[src/rtl/tut3_verilog_regincr_pkg.sv]
// Shared constants and helpers for the regincr pipeline family.
package tut3_verilog_regincr_pkg;

    localparam int unsigned MSG_W       = 8;
    localparam int unsigned NSTAGES_MIN = 1;
    localparam int unsigned NSTAGES_MAX = 16;

    typedef logic [MSG_W-1:0] msg_t;

    // Modulo-256 decrement applied by every stage on capture.
    function automatic msg_t msg_decr(input msg_t m);
        return m - msg_t'(1);
    endfunction

endpackage

[src/rtl/tut3_verilog_regincr_RegDecrStage.sv]
// Single elastic decrement stage: registered val/data, advanced by the
// stage ready computed in the parent's ready chain.
module tut3_verilog_regincr_RegDecrStage
    import tut3_verilog_regincr_pkg::*;
(
    input  logic             clk,
    input  logic             reset,
    input  logic             in_val,
    input  logic [MSG_W-1:0] in_msg,
    input  logic             rdy,
    output logic             out_val,
    output logic [MSG_W-1:0] out_msg
);

    // Data only moves when a valid message is captured; bubbles leave it alone.
    always_ff @(posedge clk) begin
        if (reset) begin
            out_val <= 1'b0;
            out_msg <= '0;
        end else if (rdy) begin
            out_val <= in_val;
            if (in_val) begin
                out_msg <= msg_decr(in_msg);
            end
        end
    end

endmodule

[src/rtl/reg_decr_nstage_valrdy.sv]
// Elastic N-stage registered decrementer with val/rdy on both ends and an
// occupancy counter tracking the number of valid stages.
module reg_decr_nstage_valrdy
    import tut3_verilog_regincr_pkg::*;
#(
    parameter int unsigned p_nstages = 2
)(
    input  logic                             clk,
    input  logic                             reset,
    input  logic                             in_val,
    output logic                             in_rdy,
    input  logic [MSG_W-1:0]                 in_msg,
    output logic                             out_val,
    input  logic                             out_rdy,
    output logic [MSG_W-1:0]                 out_msg,
    output logic [$clog2(p_nstages+1)-1:0]   occupancy
);

    localparam int unsigned LAST  = p_nstages - 1;
    localparam int unsigned OCC_W = $clog2(p_nstages + 1);

    if (p_nstages < NSTAGES_MIN || p_nstages > NSTAGES_MAX) begin : g_bad_nstages
        $error("reg_decr_nstage_valrdy: p_nstages out of range");
    end

    logic [p_nstages-1:0] val;
    logic [p_nstages-1:0] rdy;
    msg_t                 data [p_nstages];

    for (genvar i = 0; i < p_nstages; i++) begin : g_stage
        logic s_val;
        msg_t s_msg;

        if (i == 0) begin : g_head
            assign s_val = in_val;
            assign s_msg = in_msg;
        end else begin : g_body
            assign s_val = val[i-1];
            assign s_msg = data[i-1];
        end

        // Unrolled ready chain: a stage can advance unless it and every
        // stage downstream of it is full while the sink stalls.
        assign rdy[i] = out_rdy || !(&val[p_nstages-1:i]);

        tut3_verilog_regincr_RegDecrStage u_stage (
            .clk     (clk),
            .reset   (reset),
            .in_val  (s_val),
            .in_msg  (s_msg),
            .rdy     (rdy[i]),
            .out_val (val[i]),
            .out_msg (data[i])
        );
    end

    assign in_rdy  = rdy[0] && !reset;
    assign out_val = val[LAST];
    assign out_msg = data[LAST];

    logic in_xfer_c;
    logic out_xfer_c;

    assign in_xfer_c  = in_val && in_rdy;
    assign out_xfer_c = out_val && out_rdy;

    // Occupancy moves only when exactly one end transfers.
    always_ff @(posedge clk) begin
        if (reset) begin
            occupancy <= '0;
        end else if (in_xfer_c && !out_xfer_c) begin
            occupancy <= occupancy + OCC_W'(1);
        end else if (!in_xfer_c && out_xfer_c) begin
            occupancy <= occupancy - OCC_W'(1);
        end
    end

endmodule

[config.mk]
export PLATFORM = sky130hd
export DESIGN_NAME = reg_decr_nstage_valrdy
export DESIGN_NICKNAME = d
export VERILOG_FILES = /design/src/rtl/tut3_verilog_regincr_pkg.sv /design/src/rtl/tut3_verilog_regincr_RegDecrStage.sv /design/src/rtl/reg_decr_nstage_valrdy.sv
export SDC_FILE = /design/constraint.sdc
export NUM_CORES = 1
export LEC_CHECK = 0
export CAP_MARGIN = 40
export CORE_MARGIN = 2
export CORE_UTILIZATION = 47
export CTS_CLUSTER_SIZE = 8
export DETAILED_ROUTE_END_ITERATION = 10
export PLACE_DENSITY = 0.79
export SYNTH_ARGS = -nofsm -noshare
export SYNTH_HDL_FRONTEND = slang
export SYNTH_SLANG_ARGS = --single-unit
[constraint.sdc]
create_clock -name clk -period 2.23 [get_ports clk]
set_input_delay 0.223 -clock clk [delete_from_list [all_inputs] [get_ports clk]]
set_output_delay 0.223 -clock clk [all_outputs]
set_load 0.1 [all_outputs]
==> results of run 1 <==
state kept, by name, summed over array words and instances (netlist names):
register                 flops
occupancy                    2
g_stage.u_stage.out_msg     16
g_stage.u_stage.out_val      2
cell families after synthesis:
family,after synthesis,share of synthesized area [%]
AO/OA/AOI/OAI,44,28.66
XOR/XNOR,5,4.499
adder cells (fa/ha/maj),3,3.856
buffers and inverters,14,5.398
flip-flops,20,41.13
AND/OR/NAND/NOR,24,16.45
layout make-up:
class | instances | area [µm²]
Timing Repair Buffer | 28 | 250.2
Clock buffer | 4 | 36.28
Tap cell | 27 | 33.78
Multi-Input combinational cell | 76 | 523.0
Fill cell | 192 | 694.4
Sequential cell | 20 | 401.6
Inverter | 6 | 22.52
synthesized netlist by cell type:
library cell / n / share of area (%)
dfxtp_1: 20 / 41
a21oi_1: 19 / 9.8
a311oi_1: 9 / 8.1
a211oi_1: 7 / 5.4
clkbuf_1: 7 / 2.7
inv_1: 6 / 2.3
o21ai_0: 6 / 3.1
or3_1: 6 / 3.9
xor2_1: 4 / 3.6
ha_1: 3 / 3.9
nand2b_1: 3 / 1.9
o31ai_1: 3 / 2.3
or2_2: 3 / 1.9
and2_1: 2 / 1.3
nor2b_1: 2 / 1.3
or4_1: 2 / 1.5
buf_1: 1 / 0.39
nand2_1: 1 / 0.39
nand3b_1: 1 / 0.77
nor2_1: 1 / 0.39
or3b_2: 1 / 0.90
or4_4: 1 / 1.2
or4b_1: 1 / 1.0
xnor2_1: 1 / 0.90
worst max-delay path, cell delays in order:
cell	delay [ns]
clkdlybuf4s50_1	0.46
inv_1	0.09
ha_1	0.18
or3b_2	0.48
or3_1	0.35
a311oi_1	0.25
metal layers:
| layer | GRT usage, % | up-vias | part of all wire (%) |
|---|---|---|---|
| li1 | - | 462 | - |
| met1 | 19.50 | 410 | 46 |
| met2 | 30.86 | 17 | 50 |
| met3 | 1.818 | 2 | 2.9 |
| met4 | 8.333 | 0 | 1.4 |
| met5 | 0 | - | 0 |
worst min path at each step:
stage	startpoint	endpoint	slack (ns)	cells after the start
final	occupancy[1]	occupancy[1]	0.51	2
after global routing	occupancy[1]	occupancy[1]	0.54	2
after CTS	occupancy[1]	occupancy[1]	0.52	2
after detailed placement	occupancy[1]	occupancy[1]	0.50	2
after global placement	occupancy[1]	occupancy[1]	0.47	2
after floorplan	in_msg[0]	g_stage[0].u_stage.out_msg[0]	0.32	1
per-stage QoR:
stage	setup slack (ns)	power (W)	utilization, %
global route	0.3100	0.0009458	64.60
global placement	0.1616	0.0007049	62.76
CTS	0.4030	0.0009133	64.60
finish	0.4152	0.0009057	64.60
detailed placement	0.09166	0.0007117	62.76
floorplan	0.08570	0.0006314	-
report_power, final:
part           total [W]  switching, W  internal [W]
logic           0.000294      0.000200     0.0000940
registers       0.000408     0.0000216      0.000386
clock network   0.000204      0.000105     0.0000993
==> summary.md, run 1 <==
| Metric | Value |
|---|---|
| End of the critical path | g_stage[0].u_stage.out_msg[6] |
| DP Cell Count | 157 |
| Final Cycle Share | roughly four fifths |
| Initial antenna violation count | 0 |
| Synthesized instance count | 110 |
| Total I/O pin count | 24 |
| # setup viols final | 0 |
| 1st-iter DRT viols | 8 |
| Die X | roughly 50 µm |
| Fin. max-slew vios | 0 |
| Unrepaired setup endpoints after global routing | false |
| Global route total overflow | 0 |
| Yosys reg bits | 20 |
| Share of post-route cells with drive strength above 1 | 20.90% |
| CTS buffer count | 3 |
| Core Rows | 16 |
| Setup Fix Bufs, Post-CTS | 0 |
| Reg2reg path depth | 5 |
| First-pass GRT wire length | 3.277 mm |
| FF-to-FF Start | g_stage[0].u_stage.out_msg[0] |
| Vias/cell | 5.534 |
| Max-capacitance violation count | 0 |
| Post-synth cell types | 24 |
| Syn. warnings | 0 |
| FF-to-FF End | g_stage[1].u_stage.out_msg[6] |
| F_max | 0.5510 GHz |
| Core Box Area | slightly below 2000 µm² |
| Root buffer cell | clkbuf_4 |
| FF-to-FF setup slack | 0.54 ns |
| Hold slack | between 0.5 and 0.6 ns |
| Syn avg cell area | 8.849 µm² |
| Req. time, crit path | between 2 and 2.5 ns |
| Die ar. | 2451 µm² |
| Final hold violations | 0 |
| CTS tree | built |
| Setup Skew | 0.002248 ns |
| DR pass1 iterations | 3 |
| Largest net degree at the start of global routing | 22 |
| Most frequent cells in the layout | 19 x a21oi_1, 19 x dfxtp_1, 16 x buf_4 |
| Total GRT Usage | 16.91% |
| Min Tclk post-route | 1.815 ns |
| Drt wl/cell | 11.63 µm |
| Vias in the first global route | between 800 and 900 |
| Register area share after synthesis | between 40% and 50% |
| Slew HR | 77.84% |
| Pwr/cell area | 714.6 nW/µm² |
| Post-CTS resize count | 0 |
| Clock latency on the worst-skew pair | around 0.29 ns |
| Max Root-Sink Buffers | 2 |
| Nets@finish | 150 |
| Area grow syn2layout | 30.21% |
| Hold Path Class | flip-flop to flip-flop |
| Fin area | 1267 µm² |
| Post-Route WL | 1.872 mm |
| Antenna-violating nets left | 0 |
| Clk sinks | 20 |
| H-Tree Depth | 1 |
| ANT cells | 0 |
| Die height | 49.51 µm |
| Crit end category | flip-flop |
| Slew @ Worst Pin | 0.3324 ns |
| Setup CP Type | input pin to flip-flop |
| Gpl congestion | between 0.7 and 0.8 |
| Critical Path Start Type | input pin |
| Lkg Pwr | 0.4916 nW |
| HPWL Detailed | 1.491 mm |
| Port-buffer cells | 23 |
| Maximum fanout along the worst path | 4 |
| Critical Path Source | in_msg[0] |
| TNS Setup | 0 ns |
| Clock-pin slew on the worst setup and hold paths | 0.11 ns |
| DRC Markers | 0 |
| Post-Syn Nets | 125 |
| Status | finished clean |
| Worst EP arrival | 2.02 ns |
| Initial Util | 49.62% |
| Vias | 891 |
| Synthesized cell area | 973.4 µm² |
| Hold Buf Count CTS | 0 |
| Worst VDD drop | 0.3659 mV |
| Placed Area | 1231 µm² |
| Finished Layout Cells | approximately 160 |
Note: power is estimated with default switching activity, not from simulation.
==> run 2: changes to the inputs <==
- clock period: 2.23 -> 1.75 ns (I/O delays scaled with it)
==> run 2 against run 1 <==
Effect of this change: highest routed layer unchanged; largest power group unchanged; non-clock buffer count up 14; clock power up 7%; critical endpoint is now g_stage[1].u_stage.out_msg[6]; sequential cell count unchanged.
==> summary.md, run 2 (synthesis gave the netlist of run 1 again) <==
| Metric | Value |
|---|---|
| Crit end category | flip-flop |
| First-pass GRT wire length | roughly 3.5 mm |
| ANT cells | 0 |
| Largest net degree at the start of global routing | 22 |
| Vias/cell | 5.234 |
| Worst VDD drop | around 0.41 mV |
| Final Cycle Share | 95.64% |
| Fin. max-slew vios | 0 |
| Startpoint of the worst hold path | in_msg[0] |
| Core Box Area | 1962 µm² |
| Post-Route WL | 2.116 mm |
| Clock-pin slew on the worst setup and hold paths | 0.11 ns |
| FF-to-FF End | g_stage[1].u_stage.out_msg[6] |
| Setup Skew | 0.008730 ns |
| Drt wl/cell | 12.09 µm |
| CP top delay family | simple AND/OR/NAND/NOR gates |
| Gpl congestion | roughly 0.80 |
| Cell chain of the critical path | inv_2, ha_4, or4b_4, or3_1, a311oi_1 |
| CTS buffer count | 3 |
| Die height | 49.51 µm |
| Worst EP arrival | 1.88 ns |
| Worst slack at placement | -0.2723 ns |
| Number of stages on the worst hold path | 3 |
| Leading registers by flop count | g_stage.u_stage.out_msg x16, g_stage.u_stage.out_val x2, occupancy x2 |
| Most frequent cells in the layout | 30 x buf_4, 18 x a21oi_1, 17 x dfxtp_1 |
| Total I/O pin count | 24 |
| Die ar. | ~2500 µm² |
| Die X | 49.51 µm |
| Hold slack | 0.2197 ns |
| Req. time, crit path | 1.95 ns |
| Power, Total | around 0.0012 W |
| Hold Path Class | input pin to flip-flop |
| 1st-iter DRT viols | 9 |
| DP Cell Count | 170 |
| Fillers | 178 |
| Global route total overflow | 0 |
| Nets@finish | 164 |
| DR pass1 iterations | 4 |
| Commonest non-fill, non-tap cell in the layout | buf_4 |
| Crit path max-delay cell type | or4b_4 |
| Area grow syn2layout | 43.57% |
| Initial antenna violation count | 0 |
| Setup CP Type | flip-flop to flip-flop |
| Share of post-route cells with drive strength above 1 | 34.46% |
| Clock latency on the worst-skew pair | between 0.2 and 0.3 ns |
| Clk sinks | 20 |
| Final WS setup | 0.07628 ns |
| Maximum fanout along the worst path | 4 |
| Unrepaired setup endpoints after global routing | true |
| Largest reg by FF count | g_stage.u_stage.out_msg |
| Lkg Pwr | around 0.56 nW |
| Final hold violations | 0 |
| Finished Layout Cells | 175 |
| Largest register FFs | 16 |
| Multi-input gate area | 550.5 µm² |
| # setup viols final | 0 |
| Status | finished clean |
| Slew HR | roughly four fifths |
| Port-buffer cells | 23 |
| Antenna-violating nets left | 0 |
| Pwr/cell area | 828.4 nW/µm² |
| Slowest stage delay, CP | between 0.4 and 0.5 ns |
| Core Rows | 16 |
| Min Tclk post-route | 1.674 ns |
| Vias in the first global route | approximately 880 |
| Hold Buf Count CTS | 0 |
| Worst Hold Path EP | g_stage[0].u_stage.out_msg[0] |
| DRC Markers | 0 |
| H-Tree Depth | 1 |
| Slew @ Worst Pin | roughly 0.28 ns |
| CTS tree | built |
| FF-to-FF Start | g_stage[0].u_stage.out_msg[0] |
| Max Root-Sink Buffers | 2 |
| Root buffer cell | clkbuf_4 |
| Initial Util | 49.62% |
| HPWL Detailed | approximately 1.6 mm |
| Critical Path Start Type | flip-flop |
| Vias | roughly 900 |
| Worst Path Buf+Inv | 1 |
| Total GRT Usage | 18.47% |
| Reg2reg path depth | 5 |
| F_max | 0.5975 GHz |
| FF-to-FF setup slack | around 0.076 ns |
| Register Area | 406.6 µm² |
| Max-capacitance violation count | 0 |
==> run 2: cell count changes in the layout (fill, tap and decap cells not counted), sizes merged <==
cell           delta
buf              +14
clkdlybuf4s50     -1
dlymetal6s2s      +1
==> run 2: repair_timing <==
item / CTS / global route
resized for setup: 0 / 11
setup buffers: 0 / 1
setup endpoints to repair: 0 / 4
==> run 2: final cells by class <==
cell class              instances  share of cell area, %
flip-flops and latches         20                  29.10
well taps                      27                  2.417
repair buffers                 42                  25.60
clock buffers                   4                  1.880
multi-input cells              76                  39.39
inverters                       6                  1.611
==> run 2: how the worst max path moves through the flow <==
stage / from / to / slack [ns] / cells past startpoint
after floorplan: g_stage[1].u_stage.out_val / occupancy[1] / -0.17 / 8
after global placement: in_msg[0] / g_stage[0].u_stage.out_msg[6] / -0.20 / 6
after detailed placement: in_msg[0] / g_stage[0].u_stage.out_msg[6] / -0.27 / 6
after CTS: in_msg[0] / g_stage[0].u_stage.out_msg[6] / 0.03 / 6
after global routing: g_stage[0].u_stage.out_msg[0] / g_stage[1].u_stage.out_msg[6] / -0.01 / 5
final: g_stage[0].u_stage.out_msg[0] / g_stage[1].u_stage.out_msg[6] / 0.08 / 5
==> run 2: power breakdown <==
part | switching, W | total, W | internal [W]
Sequential | 0.0000288 | 0.000521 | 0.000492
Clock | 0.000131 | 0.000219 | 0.0000885
Combinational | 0.000267 | 0.000417 | 0.000150
Total | 0.000427 | 0.00116 | 0.000731
==> run 2: layer usage <==
layer,track usage (%),share of wire (%),up-vias
li1,-,-,491
met5,0,0,-
met3,1.818,3.3,2
met4,8.333,1.3,0
met2,35.81,53,21
met1,19.92,42,402
==> run 2: worst min-delay path, stage by stage <==
cell	delay [ns]
dlymetal6s2s_1	0.13
buf_4	0.12
a211oi_1	0.05
==> run 2: through the flow <==
stage	cell area [µm²]	utilization, %	setup TNS [ns]
floorplan	992.2	-	-0.3153
global placement	1334	67.98	-0.7149
detailed placement	1334	67.98	-1.027
CTS	1360	69.32	0
global route	1398	71.24	-0.01161
finish	1398	71.24	0
==> run 3: changes to the inputs <==
- ABC_CLOCK_PERIOD_IN_PS: default -> 1750
==> results of run 3 <==
No change in the layout: final DEF, timing and power equal those of run 2.
